## config.mk

```make
export PLATFORM = sky130hd
export DESIGN_NAME = uart_rx_flat
export DESIGN_NICKNAME = d
export VERILOG_FILES = /design/src/rtl/uart_pkg.sv /design/src/rtl/uart_rx_if.sv /design/src/rtl/uart_rx_sync.sv /design/src/rtl/uart_rx.sv /design/src/flat_wrapper.sv
export SDC_FILE = /design/constraint.sdc
export NUM_CORES = 1
export LEC_CHECK = 0
export CAP_MARGIN = 20
export CORE_ASPECT_RATIO = 1.25
export CORE_UTILIZATION = 54
export CTS_CLUSTER_DIAMETER = 200
export CTS_CLUSTER_SIZE = 28
export DETAILED_ROUTE_END_ITERATION = 10
export PLACE_DENSITY = 0.79
export SETUP_SLACK_MARGIN = 0.4
export SLEW_MARGIN = 10
export SYNTH_ARGS = -nofsm -noshare
export SYNTH_HDL_FRONTEND = slang
export SYNTH_SLANG_ARGS = --single-unit
```

## constraint.sdc

```tcl
create_clock -name clk -period 2 [get_ports clk]
set_input_delay 0.4 -clock clk [delete_from_list [all_inputs] [get_ports clk]]
set_output_delay 0.4 -clock clk [all_outputs]
set_load 0.005 [all_outputs]
```

## src/rtl/uart_pkg.sv

```systemverilog
// Shared UART definitions used by both the receive and transmit paths.
package uart_pkg;

   // Default frame geometry: 8x oversampling, 8 data bits (8N1).
   localparam int OVERSAMPLE = 8;
   localparam int DATA_BITS  = 8;

   // Receiver FSM state encoding.
   typedef enum logic [1:0] {
      ST_IDLE  = 2'd0,
      ST_START = 2'd1,
      ST_DATA  = 2'd2,
      ST_STOP  = 2'd3
   } rx_state_e;

endpackage

```

## src/rtl/uart_rx_if.sv

```systemverilog
// Received-byte interface: data, one-cycle strobes and busy flag.
interface uart_rx_if #(
   parameter int DATA_BITS = uart_pkg::DATA_BITS
);

   logic [DATA_BITS-1:0] rx_data;
   logic                 rx_done;
   logic                 frame_err;
   logic                 rx_busy;

   // The receiver drives the bus; the consumer only observes it.
   modport master (output rx_data, rx_done, frame_err, rx_busy);
   modport slave  (input  rx_data, rx_done, frame_err, rx_busy);

endinterface

```

## src/rtl/uart_rx_sync.sv

```systemverilog
// Two-flop synchronizer for the asynchronous rx line; resets to idle (high).
module uart_rx_sync (
   input  logic clk,
   input  logic rst,
   input  logic rx_i,
   output logic rx_s_o
);

   logic [1:0] sync_q;

   // Shift the raw line through two flops to settle metastability.
   always_ff @(posedge clk) begin
      // NOTE: non-blocking assignments so both stages sample pre-edge values.
      if (!rst) sync_q <= 2'b11;
      else      sync_q <= {sync_q[0], rx_i};
   end

   assign rx_s_o = sync_q[1];

endmodule

```

## src/rtl/uart_rx.sv

```systemverilog
// UART receiver: 8N1, LSB first, mid-bit sampling on an oversampled baud tick.
module uart_rx #(
   parameter int OVERSAMPLE = uart_pkg::OVERSAMPLE,
   parameter int DATA_BITS  = uart_pkg::DATA_BITS
) (
   input  logic      clk,
   input  logic      rst,
   input  logic      baud_tick,
   input  logic      rx,
   uart_rx_if.master rx_if
);

   import uart_pkg::*;

   localparam int TW = $clog2(OVERSAMPLE);
   localparam int BW = $clog2(DATA_BITS + 1);

   localparam logic [TW-1:0] TCNT_HALF   = TW'(OVERSAMPLE / 2 - 1);
   localparam logic [TW-1:0] TCNT_LAST   = TW'(OVERSAMPLE - 1);
   localparam logic [BW-1:0] BITCNT_LAST = BW'(DATA_BITS - 1);

   logic                 rx_s;
   rx_state_e            state_q,     state_d;
   logic [TW-1:0]        tcnt_q,      tcnt_d;
   logic [BW-1:0]        bitcnt_q,    bitcnt_d;
   logic [DATA_BITS-1:0] shreg_q,     shreg_d;
   logic [DATA_BITS-1:0] rx_data_q,   rx_data_d;
   logic                 rx_prev_q,   rx_prev_d;
   logic                 rx_done_q,   rx_done_d;
   logic                 frame_err_q, frame_err_d;

   uart_rx_sync u_sync (
      .clk    (clk),
      .rst    (rst),
      .rx_i   (rx),
      .rx_s_o (rx_s)
   );

   // State and datapath registers; a reset aborts any frame in flight.
   always_ff @(posedge clk) begin
      if (!rst) begin
         state_q     <= ST_IDLE;
         tcnt_q      <= '0;
         bitcnt_q    <= '0;
         shreg_q     <= '0;
         rx_data_q   <= '0;
         rx_prev_q   <= 1'b1;
         rx_done_q   <= 1'b0;
         frame_err_q <= 1'b0;
      end else begin
         state_q     <= state_d;
         tcnt_q      <= tcnt_d;
         bitcnt_q    <= bitcnt_d;
         shreg_q     <= shreg_d;
         rx_data_q   <= rx_data_d;
         rx_prev_q   <= rx_prev_d;
         rx_done_q   <= rx_done_d;
         frame_err_q <= frame_err_d;
      end
   end

   // Next-state logic: everything advances on baud_tick except the strobes,
   // which fall back to zero on every clk.
   always_comb begin
      // NOTE: every output gets a default first so no path infers a latch.
      state_d     = state_q;
      tcnt_d      = tcnt_q;
      bitcnt_d    = bitcnt_q;
      shreg_d     = shreg_q;
      rx_data_d   = rx_data_q;
      rx_prev_d   = rx_prev_q;
      rx_done_d   = 1'b0;
      frame_err_d = 1'b0;

      if (baud_tick) begin
         rx_prev_d = rx_s;
         unique case (state_q)
            ST_IDLE: begin
               // Falling edge between consecutive ticks; a held-low line never matches.
               if (rx_prev_q && !rx_s) begin
                  state_d = ST_START;
                  tcnt_d  = '0;
               end
            end
            ST_START: begin
               if (tcnt_q == TCNT_HALF) begin
                  if (!rx_s) begin
                     state_d  = ST_DATA;
                     tcnt_d   = '0;
                     bitcnt_d = '0;
                  end else begin
                     state_d = ST_IDLE;
                  end
               end else begin
                  tcnt_d = tcnt_q + TW'(1);
               end
            end
            ST_DATA: begin
               if (tcnt_q == TCNT_LAST) begin
                  shreg_d  = {rx_s, shreg_q[DATA_BITS-1:1]};
                  tcnt_d   = '0;
                  bitcnt_d = bitcnt_q + BW'(1);
                  if (bitcnt_q == BITCNT_LAST) state_d = ST_STOP;
               end else begin
                  tcnt_d = tcnt_q + TW'(1);
               end
            end
            ST_STOP: begin
               if (tcnt_q == TCNT_LAST) begin
                  if (rx_s) begin
                     rx_data_d = shreg_q;
                     rx_done_d = 1'b1;
                  end else begin
                     frame_err_d = 1'b1;
                  end
                  state_d = ST_IDLE;
               end else begin
                  tcnt_d = tcnt_q + TW'(1);
               end
            end
            default: state_d = ST_IDLE;
         endcase
      end
   end

   assign rx_if.rx_data   = rx_data_q;
   assign rx_if.rx_done   = rx_done_q;
   assign rx_if.frame_err = frame_err_q;
   assign rx_if.rx_busy   = (state_q != ST_IDLE);

endmodule
```

## src/flat_wrapper.sv

```systemverilog
// flat-port wrapper written by rule: the top's interface ports become plain ports
module uart_rx_flat import uart_pkg::*;
#(
   parameter int OVERSAMPLE = uart_pkg::OVERSAMPLE,
   parameter int DATA_BITS  = uart_pkg::DATA_BITS
)
  (clk, rst, baud_tick, rx, rx_if_rx_data, rx_if_rx_done, rx_if_frame_err, rx_if_rx_busy);
  uart_rx_if #(.DATA_BITS(DATA_BITS)) rx_if_i ();
  input  logic clk;
  input  logic rst;
  input  logic baud_tick;
  input  logic rx;
  output wire logic [$bits(rx_if_i.rx_data)-1:0] rx_if_rx_data;
  output wire logic [$bits(rx_if_i.rx_done)-1:0] rx_if_rx_done;
  output wire logic [$bits(rx_if_i.frame_err)-1:0] rx_if_frame_err;
  output wire logic [$bits(rx_if_i.rx_busy)-1:0] rx_if_rx_busy;
  assign rx_if_rx_data = rx_if_i.rx_data;
  assign rx_if_rx_done = rx_if_i.rx_done;
  assign rx_if_frame_err = rx_if_i.frame_err;
  assign rx_if_rx_busy = rx_if_i.rx_busy;
  uart_rx #(.OVERSAMPLE(OVERSAMPLE), .DATA_BITS(DATA_BITS)) u_core (.clk(clk), .rst(rst), .baud_tick(baud_tick), .rx(rx), .rx_if(rx_if_i));
endmodule
```

==> flow_summary.toml <==
[timing]
fin_worst_skew_ns = 0.00955
setup_viol = 0
setup_ws_ns = 0.462
slew_viol_final = 0
relSlewSlack_pct = 74.2
hold_viol_final = 0
max_freq_mhz = 650
tightest_slew_ns = 0.386
tns_ns = 0
rsz0062_at_grt = "true"
finalCriticalPeriod_ns = 1.54
period_share_pct = 76.9

[floorplan]
fp-row-count = 19
dieWidth_um = 46.9
ios = 15
die_area_um2 = 2720
core_um2 = 2280
die_y_um = 58.1
start_util_pct = 59.5

[worst_hold_path]
holdCritStartpoint = "u_core.u_sync.sync_q[0]"
min_path_cells = 1
holdCritPathClass = "reg2reg"
whs_endpoint = "u_core.u_sync.sync_q[1]"

[worst_setup_path]
crit_type = "in2reg"
cp-end-kind = "register"
r2r_cells = 6
cp.arrival_ns = 1.76
r2r-end = "u_core.tcnt_q[2]"
crit_fanout = 9
rrSetupSlack_ns = 0.48
required_ns = 2.22
r2r_start = "u_core.tcnt_q[1]"
start_kind = "input pin"

[layout]
layout-drive-gt1-share_pct = 25.9
multiInputGateArea_um2 = 751
layout.nets = 183
utilization_pct = 75.2
fin_cells = 205
area_delta_synth_final_pct = 26.3
regArea_um2 = 618
num_antenna_cells = 0
fillerInstances = 175

[logic_synthesis]
avgSynthCellArea_um2 = 9.06
ys_top_cells_by_count = "dfxtp_1 (30), nand2_1 (25), mux2i_1 (14)"
synth_most_common_cell = "dfxtp_1"
synth_area_um2 = 1360
async_reset_ff_share_pct = 0
synthTopCellsByArea = "dfxtp_1 (44%), mux2i_1 (10%), nand2_1 (6.9%)"
yosysTopAreaCellShare_pct = 44.2
synthCells = 150
synthFlopType = "dfxtp_1"
synth_nets = 160
yosys.area.top_type = "dfxtp_1"
yosysSeqAreaShare_pct = 44.2
ys_ff_latch = 30
yosysWarnings = 0
synth_edf_count = 0
synth_cell_type_count = 37

[run_status]
outcome = "completed"

[clock_tree]
postCtsHoldBufs = 0
clkTransAtPathRegs_ns = 0.10
cts.sinks = 30
cts_buffers = 5
clock_latency_ns = 0.32
cts_root_buf = "clkbuf_4"
cts_tree = "yes"
htree_levels = 2
cts_buffer_depth = 2

[place]
routabilityCongestion = 0.855
io_buffer_count = 14
hpwl_um = 1900
post-place-ws_ns = 0.101
dp_cells = 191

[route]
drc = 0
drt-total-wl_um = 2640
route.vias.total = 1105
drt_iter0_drc = 19
firstDrtPassIters = 4
ant_nets = 0
wl_per_cell_um = 12.9
via_per_inst = 5.39

[power_and_ir_drop]
p_leak_nw = 0.834
power_density_nw_per_um2 = 608
irDropWorstVdd_v = 0.000640
seqPwrFrac_pct = 58.1
switching_share_pct = 23.5
intPower_w = 0.000798
p_switching_w = 0.000245
power_frac_comb_pct = 6.0
p_clk_share_pct = 35.8

[global_route]
antenna_found_initial = 0
grt_max_degree = 15
use_met1_pct = 25.2
grt_util_met2_pct = 39.9
grt_pass1_vias = 1076
grt_use_met3_pct = 8.41
track_usage_pct = 23.5
grt_pass1_wl_um = 4470
busiest_layer = "met2"
grt_overflow = 0

[flow_run]
drv_cap = 0
-- worst max-delay path, stage by stage --
cell	delay (ns)
clkdlybuf4s50_1	0.64
and4_1	0.31
nand2_4	0.14
mux2i_1	0.21
nor2_1	0.06
-- metrics by stage --
stage | total power (W) | instance area, um2 | hold WS (ns)
detailed placement | 0.000680 | 1530 | 0.410
global route | 0.00109 | 1720 | 0.479
finish | 0.00104 | 1720 | 0.439
global placement | 0.000678 | 1530 | 0.398
CTS | 0.00106 | 1650 | 0.438
floorplan | 0.000659 | 1360 | 0.386
-- cell type report --
type / instances / share of cell area (%)
Clock buffer: 6 / 2.99
Multi-Input combinational cell: 107 / 43.7
Tap cell: 31 / 2.26
Clock inverter: 2 / 0.729
Timing Repair Buffer: 24 / 13.2
Sequential cell: 30 / 36.0
Inverter: 5 / 1.09
-- routing by layer --
layer	part of all wire (%)	vias up
met5	0	-
met4	1.4	0
met3	3.9	5
met2	53	22
met1	41	520
li1	-	558
-- power groups by stage --
stage               clock network (W)  registers (W)  logic [W]
floorplan                           0       0.000618  0.0000410
finish                       0.000374       0.000606  0.0000630
global route                 0.000418       0.000607  0.0000682
global placement                    0       0.000622  0.0000562
CTS                          0.000390       0.000605  0.0000626
detailed placement                  0       0.000622  0.0000581
-- logic make-up after synthesis --
| family | synth area share, % |
|---|---|
| AOI/OAI and AO/OA | 12.0 |
| adders and majority gates | 5.52 |
| buffers and inverters | 4.51 |
| DFF | 44.2 |
| muxes | 10.3 |
| and+or+nand+nor | 23.5 |
-- timing repair --
item	4_1_cts	5_1_grt
setup buffers	4	2
gates resized for setup	15	20
pin swaps	1	1
hold endpoints to repair	0	0
endpoints found under the setup margin	26	25
-- worst max path at each step --
stage,from,to,slack (ns),depth (start not counted)
after floorplan,u_core.tcnt_q[0],u_core.rx_if.rx_data[0],0.47,6
after global placement,baud_tick,u_core.state_q[0],0.16,4
after detailed placement,baud_tick,u_core.rx_if.rx_data[7],0.10,5
after CTS,u_core.state_q[0],rx_if_rx_busy,0.34,2
after global routing,u_core.tcnt_q[1],u_core.bitcnt_q[3],0.37,6
final,baud_tick,u_core.rx_if.rx_data[7],0.46,5
-- sequential cells by signal, summed over array words and instances, names as in the netlist, named ones only --
register / cells
u_core.rx_if.rx_data: 8
u_core.tcnt_q: 3
u_core.rx_prev_q: 1
u_core.rx_if.frame_err: 1
u_core.shreg_q: 8
u_core.state_q: 1
u_core.bitcnt_q: 4
u_core.rx_if.rx_done: 1
u_core.u_sync.sync_q: 2
-- cell usage in the layout, fill, tap and decap left out, drive strengths merged --
master,instances
a211oi,1
a21o,1
a21oi,12
a221oi,1
a22o,1
a41o,1
and3,1
and3b,1
and4,1
and4bb,2
buf,10
clkbuf,7
clkdlybuf4s50,5
clkinv,1
clkinvlp,1
dfxtp,30
dlygate4sd2,1
dlymetal6s2s,7
ha,6
inv,5
mux2i,14
nand2,27
nand2b,5
nand3,3
nand3b,1
nor2,13
nor2b,2
nor3,2
nor3b,1
o21a,1
o21ai,5
o2bb2ai,1
o31ai,1
or2,1
or3,1
or3b,1
(Power assumes the default switching activity.)
